==> src/rtl/eco32_core_ifu_imm_pkg.sv <==
// eco32 IFU immediate sequencer: shared select encodings,
// ldi/lra opcodes, pair FSM states and the immediate mux.
package eco32_core_ifu_imm_pkg;

  localparam logic [1:0] LX_LO_13  = 2'd0;
  localparam logic [1:0] LX_ADR_11 = 2'd1;
  localparam logic [1:0] LX_ADR_10 = 2'd2;
  localparam logic [1:0] LX_ZERO   = 2'd3;

  localparam logic [1:0] MX_MI_6   = 2'd0;
  localparam logic [1:0] MX_LO_SGN = 2'd1;
  localparam logic [1:0] MX_ZERO   = 2'd3;

  localparam logic [2:0] HX_LO_SGN = 3'd0;
  localparam logic [2:0] HX_MI_SGN = 3'd1;
  localparam logic [2:0] HX_SIG_6  = 3'd2;
  localparam logic [2:0] HX_UNS_6  = 3'd3;
  localparam logic [2:0] HX_LO_13  = 3'd4;
  localparam logic [2:0] HX_ZERO   = 3'd7;

  localparam logic [5:0] OPC_LDI = 6'h38;
  localparam logic [5:0] OPC_LRA = 6'h39;

  typedef enum logic {
    ST_IDLE,
    ST_HOLD
  } pair_st_e;

  typedef struct packed {
    logic [2:0] h;
    logic [1:0] m;
    logic [1:0] l;
  } imm_sel_t;

  function automatic logic is_pair_opc(
    input logic [5:0] op
  );
    return (op == OPC_LDI) | (op == OPC_LRA);
  endfunction

  // Only iw[18:0] feeds the immediate fields.
  function automatic logic [31:0] imm_mux(
    input logic [18:0] iw,
    input imm_sel_t    s
  );
    logic [12:0] hv;
    logic [5:0]  mv;
    logic [12:0] lv;
    case (s.l)
      LX_LO_13:  lv = iw[12:0];
      LX_ADR_11: lv = {iw[10:0], 2'b0};
      LX_ADR_10: lv = {iw[9:0], 3'b0};
      default:   lv = '0;
    endcase
    case (s.m)
      MX_MI_6:   mv = iw[18:13];
      MX_LO_SGN: mv = {6{iw[12]}};
      default:   mv = '0;
    endcase
    case (s.h)
      HX_LO_SGN: hv = {13{iw[12]}};
      HX_MI_SGN: hv = {13{iw[18]}};
      HX_SIG_6:  hv = {{7{iw[18]}}, iw[18:13]};
      HX_UNS_6:  hv = {7'b0, iw[18:13]};
      HX_LO_13:  hv = iw[12:0];
      default:   hv = '0;
    endcase
    return {hv, mv, lv};
  endfunction

endpackage

==> src/rtl/eco32_core_ifu_imm_dec.sv <==
// eco32 IFU immediate select decoder (combinational).
// i_mopc/i_m/i_p0 in -> o_sel {H,M,L} mux selects out.
module eco32_core_ifu_imm_dec
  import eco32_core_ifu_imm_pkg::*;
(
  input  logic [5:0] i_mopc,
  input  logic       i_m,
  input  logic       i_p0,
  output imm_sel_t   o_sel
);

  logic [5:0] op;
  logic g_sx, g_hi, g_19, g_ax, g_a10;
  logic g_a11, g_32, g_34, g_ld;

  assign op = i_mopc;
  // 00-0F and 20-2B share the sign-extended lo13 form
  assign g_sx  = (op[5:4] == 2'b00) |
                 ((op[5:4] == 2'b10) &
                  (op[3:2] != 2'b11));
  assign g_hi  = (op[5:2] == 4'b0100);
  assign g_19  = (op == 6'h19);
  assign g_ax  = (op[5:2] == 4'b1011);
  assign g_a10 = (op == 6'h33) | (op == 6'h36) |
                 (op == 6'h37);
  assign g_a11 = (op == 6'h31) | (op == 6'h35);
  assign g_32  = (op == 6'h32);
  assign g_34  = (op == 6'h34);
  assign g_ld  = is_pair_opc(op);

  always_comb begin
    o_sel = '{h: HX_ZERO, m: MX_ZERO, l: LX_ZERO};
    unique case (1'b1)
      g_sx:  o_sel = '{HX_LO_SGN, MX_LO_SGN, LX_LO_13};
      g_hi:  o_sel = '{HX_LO_13, MX_ZERO, LX_ZERO};
      g_19:  o_sel = '{HX_ZERO, MX_ZERO, LX_LO_13};
      g_ax:  o_sel = '{HX_LO_SGN, MX_LO_SGN, LX_ADR_10};
      g_a10: o_sel = '{HX_ZERO, MX_ZERO, LX_ADR_10};
      g_a11: o_sel = '{i_p0 ? HX_ZERO : HX_MI_SGN,
                       MX_MI_6, LX_ADR_11};
      g_32:  o_sel = i_p0 ?
               '{HX_ZERO, MX_ZERO, LX_ADR_11} :
               '{HX_LO_SGN, MX_LO_SGN, LX_ADR_11};
      g_34:  o_sel = '{i_p0 ? HX_UNS_6 : HX_SIG_6,
                       MX_MI_6, LX_ADR_11};
      g_ld:  o_sel = i_m ?
               '{HX_LO_13, MX_MI_6, LX_ZERO} :
               '{HX_MI_SGN, MX_MI_6, LX_LO_13};
      default: ;
    endcase
  end

endmodule

==> src/rtl/eco32_core_ifu_imm_seq.sv <==
// eco32 IFU immediate sequencer: 2-stage decode/assemble with
// optional ldi/lra half pairing (macro ECO32_IFU_IMM_PAIR_EN).
// In:  clk, rst_n, i_flush, i_stb, i_iw, i_p0, i_rdy
// Out: o_rdy, o_stb, o_iw, o_imm, o_pair
module eco32_core_ifu_imm_seq
  import eco32_core_ifu_imm_pkg::*;
#(
  parameter int unsigned HOLD_TMO = 15
)(
  input  logic        clk,
  input  logic        rst_n,
  input  logic        i_flush,
  input  logic        i_stb,
  input  logic [31:0] i_iw,
  input  logic        i_p0,
  output logic        o_rdy,
  output logic        o_stb,
  output logic [31:0] o_iw,
  output logic [31:0] o_imm,
  output logic        o_pair,
  input  logic        i_rdy
);

  imm_sel_t    dec_sel;
  logic        a_vld_q, a_vld_d;
  logic [31:0] a_iw_q, a_iw_d;
  imm_sel_t    a_sel_q, a_sel_d;
  logic        b_vld_q, b_vld_d;
  logic [31:0] b_iw_q, b_iw_d;
  logic [31:0] b_imm_q, b_imm_d;
  logic [31:0] a_imm;
  logic        a_adv, b_load, b_free, acc;

  eco32_core_ifu_imm_dec u_dec (
    .i_mopc (i_iw[31:26]),
    .i_m    (i_iw[25]),
    .i_p0   (i_p0),
    .o_sel  (dec_sel)
  );

  assign a_imm = imm_mux(a_iw_q[18:0], a_sel_q);

`ifdef ECO32_IFU_IMM_PAIR_EN
  localparam int unsigned CNT_W =
    (HOLD_TMO < 2) ? 1 : $clog2(HOLD_TMO + 1);
  localparam logic [CNT_W-1:0] TMO = CNT_W'(HOLD_TMO);

  pair_st_e         st_q, st_d;
  logic [CNT_W-1:0] cnt_q, cnt_d;
  logic [31:0]      held_iw_q, held_iw_d;
  logic [31:0]      held_imm_q, held_imm_d;
  logic             b_pair_q, b_pair_d;
  logic             a_lo, a_hi;

  assign a_lo = is_pair_opc(a_iw_q[31:26]) &
                ~a_iw_q[25];
  assign a_hi = (a_iw_q[31:26] == held_iw_q[31:26]) &
                a_iw_q[25];
`endif

  always_comb begin
    b_free  = ~b_vld_q | i_rdy;
    a_adv   = 1'b0;
    b_load  = 1'b0;
    b_iw_d  = b_iw_q;
    b_imm_d = b_imm_q;
`ifdef ECO32_IFU_IMM_PAIR_EN
    st_d       = st_q;
    cnt_d      = cnt_q;
    held_iw_d  = held_iw_q;
    held_imm_d = held_imm_q;
    b_pair_d   = b_pair_q;
    unique case (st_q)
      ST_IDLE: begin
        if (a_vld_q && a_lo) begin
          // park the low half; it never occupies B
          a_adv      = 1'b1;
          held_iw_d  = a_iw_q;
          held_imm_d = a_imm;
          st_d       = ST_HOLD;
          cnt_d      = '0;
        end else if (a_vld_q && b_free) begin
          a_adv    = 1'b1;
          b_load   = 1'b1;
          b_iw_d   = a_iw_q;
          b_imm_d  = a_imm;
          b_pair_d = 1'b0;
        end
      end
      ST_HOLD: begin
        if (a_vld_q && a_hi) begin
          if (b_free) begin
            a_adv    = 1'b1;
            b_load   = 1'b1;
            b_iw_d   = a_iw_q;
            b_imm_d  = {a_iw_q[12:0], held_imm_q[18:0]};
            b_pair_d = 1'b1;
            st_d     = ST_IDLE;
          end
        end else if (a_vld_q || cnt_q == TMO) begin
          // A word stays put; it is handled from IDLE
          if (b_free) begin
            b_load   = 1'b1;
            b_iw_d   = held_iw_q;
            b_imm_d  = held_imm_q;
            b_pair_d = 1'b0;
            st_d     = ST_IDLE;
          end
        end
        if (st_d == ST_HOLD && cnt_q != TMO)
          cnt_d = cnt_q + 1'b1;
      end
      default: ;
    endcase
`else
    if (a_vld_q && b_free) begin
      a_adv   = 1'b1;
      b_load  = 1'b1;
      b_iw_d  = a_iw_q;
      b_imm_d = a_imm;
    end
`endif
    o_rdy   = rst_n & ~i_flush & (~a_vld_q | a_adv);
    acc     = i_stb & o_rdy;
    a_vld_d = acc | (a_vld_q & ~a_adv);
    a_iw_d  = acc ? i_iw : a_iw_q;
    a_sel_d = acc ? dec_sel : a_sel_q;
    b_vld_d = b_load | (b_vld_q & ~i_rdy);
    if (i_flush) begin
      a_vld_d = 1'b0;
      b_vld_d = 1'b0;
`ifdef ECO32_IFU_IMM_PAIR_EN
      st_d  = ST_IDLE;
      cnt_d = '0;
`endif
    end
  end

  always_ff @(posedge clk or negedge rst_n) begin
    if (!rst_n) begin
      a_vld_q <= 1'b0;
      a_iw_q  <= '0;
      a_sel_q <= '0;
      b_vld_q <= 1'b0;
      b_iw_q  <= '0;
      b_imm_q <= '0;
    end else begin
      a_vld_q <= a_vld_d;
      a_iw_q  <= a_iw_d;
      a_sel_q <= a_sel_d;
      b_vld_q <= b_vld_d;
      b_iw_q  <= b_iw_d;
      b_imm_q <= b_imm_d;
    end
  end

`ifdef ECO32_IFU_IMM_PAIR_EN
  always_ff @(posedge clk or negedge rst_n) begin
    if (!rst_n) begin
      st_q       <= ST_IDLE;
      cnt_q      <= '0;
      held_iw_q  <= '0;
      held_imm_q <= '0;
      b_pair_q   <= 1'b0;
    end else begin
      st_q       <= st_d;
      cnt_q      <= cnt_d;
      held_iw_q  <= held_iw_d;
      held_imm_q <= held_imm_d;
      b_pair_q   <= b_pair_d;
    end
  end

  assign o_pair = b_pair_q;
`else
  assign o_pair = 1'b0;
`endif

  assign o_stb = b_vld_q;
  assign o_iw  = b_iw_q;
  assign o_imm = b_imm_q;

endmodule

==> config.mk <==
export PLATFORM = sky130hd
export DESIGN_NAME = eco32_core_ifu_imm_seq
export DESIGN_NICKNAME = d
export VERILOG_FILES = /design/src/rtl/eco32_core_ifu_imm_pkg.sv /design/src/rtl/eco32_core_ifu_imm_dec.sv /design/src/rtl/eco32_core_ifu_imm_seq.sv
export SDC_FILE = /design/constraint.sdc
export NUM_CORES = 1
export LEC_CHECK = 0
export CAP_MARGIN = 20
export CORE_ASPECT_RATIO = 0.8
export CORE_MARGIN = 2
export CORE_UTILIZATION = 54
export CTS_CLUSTER_SIZE = 40
export DETAILED_ROUTE_END_ITERATION = 16
export PLACE_DENSITY = 0.88
export SETUP_SLACK_MARGIN = 0.15
export SYNTH_ARGS = -nofsm -noshare
export SYNTH_HDL_FRONTEND = slang
export SYNTH_SLANG_ARGS = --single-unit
export TNS_END_PERCENT = 5
==> constraint.sdc <==
create_clock -name clk -period 3.09 [get_ports clk]
set_input_delay 0.618 -clock clk [delete_from_list [all_inputs] [get_ports clk]]
set_output_delay 0.618 -clock clk [all_outputs]
set_load 0.05 [all_outputs]
==> flow_metrics.tcl <==
set metrics [dict create \
    run_status "completed" \
    number_of_enable_type_register_cells_in_the_synthesized_netlist 0 \
    vias_in_the_first_global_route 3609 \
    synth_warnings 0 \
    timing.final.crit_period_ps 2340 \
    pin_count_of_the_biggest_net_entering_global_routing 69 \
    design_power_total_mw 4.66 \
    ys_seq_elements 105 \
    critPathArrivalTime_ps 1720 \
    fillers 621 \
    placement.io_buffers 103 \
    area_added_between_synthesis_and_finish_pct 28.7 \
    max_slew.worst_pin.slew_ps 818 \
    whs_ps 328 \
    pins_over_slew_limit 0 \
    dp_slack_ps 428 \
    clkTransAtPathRegs_ps 100 \
    yosys.cell_types.count 41 \
    max_freq_ghz 0.427 \
    grt_antenna_before_repair 0 \
    cts-buffers-inserted 9 \
    route.detailed.drc 0 \
    dieHeight_microns 86.6 \
    timing.setup.tns_ps 0 \
    routedWlPerCell_microns 16.6 \
    start_util 0.551 \
    syn-mean-instance-area_sq_um 10.1 \
    slew_headroom 0.455 \
    detail_route.iter0.violations 194 \
    maxCapViolations 0 \
    fp.dieArea_sq_mm 0.00930 \
    hold_violations 0 \
    timing.rr.start "a_sel_q[0]" \
    synth_top_cell_area_share 0.570 \
    chipWidth_microns 107 \
    via_count 3757 \
    synthArstFlopShare 1.00 \
    dp.cells 652 \
    tritoncts_clock_tree "done" \
    postSynth.topFlopCell "dfrtp_1" \
    cts_resizes 0 \
    post-cts-setup-buffers 0 \
    routed_wl_mm 11.1 \
    clkSinkCount 105 \
    clock-skew-final_ps 9.61 \
    final_net_count 589 \
    setup.worst_path.start "i_rdy" \
    report.final.setup_viol 0 \
    finish.instance_area_sq_mm 0.00593 \
    powerDensity_mw_per_mm2 785 \
    layout.core_utilization 0.709 \
    fin_crit_sh 0.758 \
    placement_rows 30 \
    final_critical_path_setup_slack_ps 748 \
    synth.cell_area_sq_mm 0.00461 \
    fin_cells 668 \
    ant_nets 0 \
    gp_congestion 0.901 \
    number_of_instances_in_the_synthesized_netlist 458 \
    synth.cells.most_frequent "nand2_1, dfrtp_1, mux2_2" \
    placed_cell_area_sq_mm 0.00570 \
    global_route.overflow_total 0 \
    io_pins 105 \
    setup_repair_after_global_routing_missed_its_margin "no" \
    synth_fp_nets 496 \
    irDropWorstVdd_mv 0.508 \
    crit_path_end_kind "output pin" \
    drt-vias-per-instance 5.62 \
    critical_path_required_ps 2470 \
    cts-root-to-sink-buffers 2 \
    leakagePower_nw 2.72 \
    ctsHoldBuffers 0 \
    post-dp-hpwl_mm 7.89 \
    globalRouteTotalUtil 0.245 \
    fraction_of_layout_cells_with_a_size_suffix_above_1 0.113 \
    crit_fanout 3 \
    cts-root-buf "clkbuf_8" \
    critPathLaunchType "input pin" \
    synth_area_leader_cell "dfrtp_1" \
    worst_skew_pair.late_latency_ps 370 \
    grt_pass1_wl_mm 17.8 \
    min_path_type "input pin to async pin" \
    setup.worst_path.class "input pin to output pin" \
    core_area_sq_mm 0.00837 \
    antenna_diode_count 0 \
    htree_levels 3 \
    synth_area_leaders "dfrtp_1, nand2_1, mux2_2, o21ai_0, a21oi_1" \
    synth.most_common_cell "nand2_1" \
    ys_seq_area_frac 0.570 \
    first_drt_pass_iteration_count 5 \
]
==> sequential cells by signal, summed over array words and instances, names as in the netlist <==
name     cells
a_vld_q      1
o_iw        32
a_iw_q      32
o_stb        1
o_imm       32
a_sel_q      7
==> logic make-up after synthesis <==
group	count (synthesis)	share of synthesized area
xor gates and xnor gates	3	0.00570
muxes	45	0.107
and+or+nand+nor	179	0.158
AOI/OAI and AO/OA	92	0.122
buffers and inverters	33	0.0364
other	1	0.000813
DFF	105	0.570
==> cells in the final DEF, fill, tap and decap left out, types with 3 or more instances in the layout <==
cell / n
nand2_1: 137
dfrtp_1: 105
clkdlybuf4s50_1: 101
mux2_2: 35
o21ai_0: 26
a21oi_1: 25
nor2_1: 21
clkbuf_8: 11
a31oi_1: 10
mux2i_1: 10
buf_4: 10
o31ai_1: 7
a22oi_1: 6
nand2b_1: 5
a21o_1: 5
nand3b_1: 3
inv_1: 3
nor2b_1: 3
and2_1: 3
==> power by group <==
part,switching (mW),internal (mW)
sequential,0.267,1.66
combinational,1.12,0.633
clock,0.463,0.506
==> final timing paths <==
path / slack (ps) / cells past startpoint / endpoint
max: 750 / 4 / o_rdy
min: 330 / 2 / o_iw[10]
max reg2reg: 1170 / 5 / o_imm[6]
min reg2reg: 480 / 2 / a_iw_q[22]
max in group asynchronous: 2070 / 2 / o_iw[31]
min in group clk: 480 / 2 / a_iw_q[22]
==> worst max-delay path: stages <==
cell	delay (ps)
clkdlybuf4s50_1	550
nand3b_1	150
and3b_1	200
buf_4	210
==> cell type report <==
class	instances	area, sq um	area share
Clock inverter	5	85.1	0.0143
Sequential cell	105	2630	0.443
Clock buffer	11	151	0.0255
Inverter	4	15.0	0.00253
Timing Repair Buffer	111	1090	0.183
Multi-Input combinational cell	320	1830	0.308
Tap cell	112	140	0.0236
==> layer usage <==
| metal | wire (microns) | global-route usage | up-vias |
|---|---|---|---|
| li1 | - | - | 1726 |
| met1 | 4820 | 0.339 | 1866 |
| met2 | 5420 | 0.395 | 146 |
| met3 | 610 | 0.0436 | 19 |
| met4 | 226 | 0.0862 | 0 |
| met5 | 0 | 0 | - |
Note: power is estimated with default switching activity, not from simulation.
